File: config.mk
export PLATFORM = sky130hd
export DESIGN_NAME = stream_index_decoder
export DESIGN_NICKNAME = d
export VERILOG_FILES = /design/src/rtl/tybec_stream_pkg.sv /design/src/rtl/stream_index_decoder_counter_wrap.sv /design/src/rtl/stream_index_decoder.sv
export SDC_FILE = /design/constraint.sdc
export NUM_CORES = 1
export LEC_CHECK = 0
export BUFFER_PORTS_ARGS = -buffer_cell sky130_fd_sc_hd__buf_2
export CAP_MARGIN = 5
export CORE_MARGIN = 2
export CORE_UTILIZATION = 52
export DETAILED_ROUTE_END_ITERATION = 8
export PLACE_DENSITY = 0.83
export SYNTH_ARGS = -nofsm -noshare
export SYNTH_HDL_FRONTEND = slang
export SYNTH_SLANG_ARGS = --single-unit
File: constraint.sdc
create_clock -name clk -period 3.3 [get_ports clk]
set_clock_uncertainty 0.15 [all_clocks]
set_input_delay 0.66 -clock clk [delete_from_list [all_inputs] [get_ports clk]]
set_output_delay 0.66 -clock clk [all_outputs]
set_load 0.01 [all_outputs]
File: src/rtl/tybec_stream_pkg.sv
// Shared definitions for TyTra stream blocks: decoded-position flag bit
// indices and a width helper that never returns less than one bit.
package tybec_stream_pkg;

    localparam int FLAG_SOL  = 0;
    localparam int FLAG_EOL  = 1;
    localparam int FLAG_SOF  = 2;
    localparam int FLAG_EOF  = 3;
    localparam int NUM_FLAGS = 4;

    function automatic int clog2_min1(input int n);
        return (n <= 2) ? 1 : $clog2(n);
    endfunction

endpackage

File: src/rtl/stream_index_decoder_counter_wrap.sv
// Modulo-(MAX+1) counter with synchronous clear; wrap flags the enabled
// step that takes the count from MAX back to zero.
module counter_wrap #(
    parameter int W   = 4,
    parameter int MAX = 15
) (
    input  logic         clk,
    input  logic         reset,
    input  logic         en,
    input  logic         clr,
    output logic [W-1:0] q,
    output logic         wrap
);

    localparam logic [W-1:0] MAX_V = W'(MAX);

    logic [W-1:0] q_q;
    logic [W-1:0] q_d;

    // wrap is reported even when clr wins, so the next stage still counts it
    assign wrap = en && (q_q == MAX_V);
    assign q    = q_q;

    always_comb begin
        q_d = q_q;
        if (clr || wrap) begin
            q_d = '0;
        end else if (en) begin
            q_d = q_q + W'(1);
        end
    end

    always_ff @(posedge clk) begin
        if (reset) begin
            q_q <= '0;
        end else begin
            q_q <= q_d;
        end
    end

endmodule

File: src/rtl/stream_index_decoder.sv
// Stream index tracker: one register stage that tags each accepted element
// with its (row, col) position, row/frame boundary flags and a frame count.
module stream_index_decoder
    import tybec_stream_pkg::*;
#(
    parameter int DATA_W  = 32,
    parameter int COLS    = 16,
    parameter int ROWS    = 16,
    parameter int FRAME_W = 8,
    localparam int COL_W  = clog2_min1(COLS),
    localparam int ROW_W  = clog2_min1(ROWS)
) (
    input  logic               clk,
    input  logic               reset,
    input  logic               restart,
    input  logic [DATA_W-1:0]  in_data,
    input  logic               in_valid,
    output logic               in_ready,
    output logic [DATA_W-1:0]  out_data,
    output logic               out_valid,
    input  logic               out_ready,
    output logic [COL_W-1:0]   out_col,
    output logic [ROW_W-1:0]   out_row,
    output logic               out_sol,
    output logic               out_eol,
    output logic               out_sof,
    output logic               out_eof,
    output logic [FRAME_W-1:0] frame_cnt
);

    localparam logic [COL_W-1:0] COL_LAST = COL_W'(COLS - 1);
    localparam logic [ROW_W-1:0] ROW_LAST = ROW_W'(ROWS - 1);

    logic                 accept;
    logic [COL_W-1:0]     col_pos;
    logic [ROW_W-1:0]     row_pos;
    logic                 col_wrap;
    logic                 row_wrap;
    logic [NUM_FLAGS-1:0] flags_d;

    logic [DATA_W-1:0]    data_q;
    logic                 valid_q;
    logic [COL_W-1:0]     col_q;
    logic [ROW_W-1:0]     row_q;
    logic [NUM_FLAGS-1:0] flags_q;
    logic [FRAME_W-1:0]   frame_q;

    assign in_ready = !valid_q || out_ready;
    assign accept   = in_valid && in_ready;

    counter_wrap #(.W(COL_W), .MAX(COLS - 1)) u_col (
        .clk   (clk),
        .reset (reset),
        .en    (accept),
        .clr   (restart),
        .q     (col_pos),
        .wrap  (col_wrap)
    );

    counter_wrap #(.W(ROW_W), .MAX(ROWS - 1)) u_row (
        .clk   (clk),
        .reset (reset),
        .en    (col_wrap),
        .clr   (restart),
        .q     (row_pos),
        .wrap  (row_wrap)
    );

    always_comb begin
        flags_d           = '0;
        flags_d[FLAG_SOL] = (col_pos == '0);
        flags_d[FLAG_EOL] = (col_pos == COL_LAST);
        flags_d[FLAG_SOF] = (col_pos == '0) && (row_pos == '0);
        flags_d[FLAG_EOF] = (col_pos == COL_LAST) && (row_pos == ROW_LAST);
    end

    // Output stage loads only on accept, so a stalled beat holds every field
    always_ff @(posedge clk) begin
        if (reset) begin
            data_q  <= '0;
            valid_q <= 1'b0;
            col_q   <= '0;
            row_q   <= '0;
            flags_q <= '0;
            frame_q <= '0;
        end else begin
            if (accept) begin
                data_q  <= in_data;
                valid_q <= 1'b1;
                col_q   <= col_pos;
                row_q   <= row_pos;
                flags_q <= flags_d;
            end else if (out_ready) begin
                valid_q <= 1'b0;
            end
            if (row_wrap) begin
                frame_q <= frame_q + FRAME_W'(1);
            end
        end
    end

    assign out_data  = data_q;
    assign out_valid = valid_q;
    assign out_col   = col_q;
    assign out_row   = row_q;
    assign out_sol   = flags_q[FLAG_SOL];
    assign out_eol   = flags_q[FLAG_EOL];
    assign out_sof   = flags_q[FLAG_SOF];
    assign out_eof   = flags_q[FLAG_EOF];
    assign frame_cnt = frame_q;

endmodule

==> results.ini <==
[power]
power_per_cell_area_mw_per_mm2 = 485.6
irDropWorstVdd_mv = 0.2378
power_leakage_nw = 1.370

[clock_tree]
worst_skew_pair.late_latency_ps = 320
max-clock-path-buffers = 2
post_cts_resize_count = 0
tritoncts = done
clock_sink_count = 61
clock_tree.htree_level_count = 3
cts_buffers = 9
holdBufCountCts = 0
root_buf_cell = sky130_fd_sc_hd__clkbuf_8
clk_transition_reported_paths_ps = 60
post_cts.repair.setup_buffers = 0

[placement]
place_hpwl_mm = 3.400
globalplace.congestion = 0.8034
dp.cells = 415
dpl-instance-area_mm2 = 0.002811
placement.io_buffers = 90
place_ws_ps = 1234

[floorplan]
floorplan.die.height_um = 71.17
io_pins = 91
die_width_um = 71.17
floorplan.initialDensity = 0.5388
core_region_area_mm2 = 0.004354
dieArea_mm2 = 0.005064
placementRows = 24

[cells_and_area]
final_common_cell = sky130_fd_sc_hd__nand2_1
antenna_cells = 0
design.final.nets = 416
area.growth.synth_to_final_pct = 26.35
fillCellCount = 369
fin_area_mm2 = 0.002964
layout_common_cells = sky130_fd_sc_hd__nand2_1 (91), sky130_fd_sc_hd__buf_2 (90), sky130_fd_sc_hd__dfxtp_1 (61), sky130_fd_sc_hd__a21oi_1 (53), sky130_fd_sc_hd__clkbuf_8 (9)
layout.cells.non_filler = 431
drive_above_1_share = 0.2876

[timing]
setup_violations = 0
postLayoutSetupSlackWorst_ps = 1260
maxSlewHeadroom = 0.7057
setup-tns-final_ps = 0
grt_setup_unrepaired = no
period_minus_slack_ps = 2040
hold_viol = 0
tightestPinTransition_ps = 441.4
fin_crit_sh = 0.6182
holdWs_ps = 301.2
finalMaxSlewViolations = 0
max_freq_mhz = 490.2

[worst_setup_path]
cpLargestDelayFamily = buffers and inverters
critical_path.max_fanout = 11
timing.critical_path.slowest_cell_delay_ps = 280
critPathCaptureType = output pin
cp_data_arrival_time_ps = 1230
path_buf_inv = 2
worst_r2r_path_depth = 5
rr_startpoint = u_col.q[0]
worst-r2r-setup-slack_ps = 1260
worst_path_max_delay_cell = sky130_fd_sc_hd__nand2b_2
critPathLaunchType = input pin
worstSetupPathType = input pin to output pin
worst-endpoint-required_ps = 2490
critical_path.most_common_cell = sky130_fd_sc_hd__buf_2
reg2reg_to = frame_cnt[7]
critical_path.cell_chain = buf_2 > nand2b_2 > buf_2

[global_route]
grt_pass1_wl_mm = 8.128
grt.overflow.total = 0
grt_pass1_vias = 1915
track_usage = 0.2029
antenna_found_initial = 0
largest_net_degree_at_the_start_of_global_routing = 46

[routing]
routed_via_density = 4.963
antenna_left = 0
wl_per_cell_um = 11.59
vias = 2139
detail_route.drc_violations = 0
drt-initial-drc-count = 89
drt-total-wl_mm = 4.994
drt_first_pass_iters = 4

[logic_synthesis]
async_reset_ff_frac = 0
synth_cell_types = 29
mappedNetlistArea_mm2 = 0.002346
synthesis.area_per_instance_um2 = 8.203
synth_edf_count = 0
yosysWarningCount = 0
synth_cells = 286
ys_dominant_reg_cell = sky130_fd_sc_hd__dfxtp_1
post_synthesis_sequential_element_count = 61
postSynthNetCount = 328
synth_seq_area_share = 0.5205

[flow_run]
maxCapViolations = 0

[worst_hold_path]
worst_hold_startpoint = out_data[15]
min-delay-path-class = flop to flop
worst_hold_path.num_cells = 2
min_to = out_data[15]

[run_status]
outcome = finished, final reports clean

==> sequential cells by signal, summed over array words and instances (netlist names) <==
| signal | cells |
|---|---|
| u_row.q | 4 |
| frame_cnt | 8 |
| out_data | 32 |
| out_valid | 1 |
| flags_q | 4 |
| u_col.q | 4 |
| out_col | 4 |
| out_row | 4 |
==> tightest hold or removal path, stage by stage, from the launching register on <==
cell and delay, ps:
sky130_fd_sc_hd__dfxtp_1 310, sky130_fd_sc_hd__nand2_1 50, sky130_fd_sc_hd__a21oi_1 50
==> cells by family after synthesis <==
kind of cell,Yosys count,share of synthesized area
xor gates and xnor gates,5,0.01867
DFF,61,0.5205
adders and majority gates,5,0.02667
muxes,3,0.01333
AOI/OAI and AO/OA,61,0.1333
and+or+nand+nor,127,0.2437
buffers and inverters,24,0.04373
==> cell usage after synthesis, types with 2 or more instances <==
library cell,n,share of area
sky130_fd_sc_hd__o21ai_0,5,0.011
sky130_fd_sc_hd__xnor2_1,2,0.0075
sky130_fd_sc_hd__a21oi_1,53,0.11
sky130_fd_sc_hd__mux2i_1,2,0.0085
sky130_fd_sc_hd__and3_1,3,0.0080
sky130_fd_sc_hd__or3_1,4,0.011
sky130_fd_sc_hd__nand4_2,2,0.011
sky130_fd_sc_hd__clkbuf_1,6,0.0096
sky130_fd_sc_hd__ha_1,5,0.027
sky130_fd_sc_hd__nor2_1,8,0.013
sky130_fd_sc_hd__nor3_1,2,0.0043
sky130_fd_sc_hd__nand2_1,91,0.15
sky130_fd_sc_hd__nand4_1,2,0.0053
sky130_fd_sc_hd__buf_2,10,0.021
sky130_fd_sc_hd__xor2_1,3,0.011
sky130_fd_sc_hd__inv_1,8,0.013
sky130_fd_sc_hd__dfxtp_1,61,0.52
sky130_fd_sc_hd__nand3_1,5,0.011
sky130_fd_sc_hd__or4_1,3,0.0096
sky130_fd_sc_hd__o31ai_1,2,0.0064
==> where the power goes <==
part	leakage, nW	internal [mW]	switching [mW]
clock network	0.0784	0.271	0.258
logic	0.793	0.0545	0.0793
registers	0.498	0.763	0.0129
==> layout make-up <==
type                       instances  area (µm²)  share of cell area
tap                               52       65.06             0.02195
multi-input combinational        201        1022              0.3449
timing repair buffer              93       473.0              0.1596
clock buffer                      14       142.6             0.04812
sequential                        61        1221              0.4120
inverter                           8       30.03             0.01013
clock inverter                     2       10.01            0.003377
==> worst max-delay path by stage <==
stage | from | endpoint | slack, ps | cells past startpoint
floorplan | out_ready | u_row.q[3] | 1410 | 5
global placement | out_ready | flags_q[2] | 1270 | 6
detailed placement | out_ready | out_data[17] | 1230 | 6
CTS | out_ready | in_ready | 1270 | 3
global route | u_col.q[0] | frame_cnt[7] | 1100 | 5
finish | out_ready | in_ready | 1260 | 3
==> metal layers <==
layer / vias to the layer above / wire length [µm] / GRT usage
met5: - / 0 / 0
met4: 0 / 76 / 0.1069
met3: 7 / 292 / 0.04843
met2: 64 / 2348 / 0.3282
met1: 947 / 2277 / 0.2502
li1: 1121 / - / -
==> per-stage QoR <==
| step | utilization | power [mW] |
|---|---|---|
| after floorplan | - | 0.8698 |
| after global placement | 0.6457 | 0.9255 |
| after detailed placement | 0.6457 | 0.9279 |
| after CTS | 0.6807 | 1.454 |
| after global routing | 0.6807 | 1.506 |
| final | 0.6807 | 1.439 |
(Power assumes the default switching activity.)
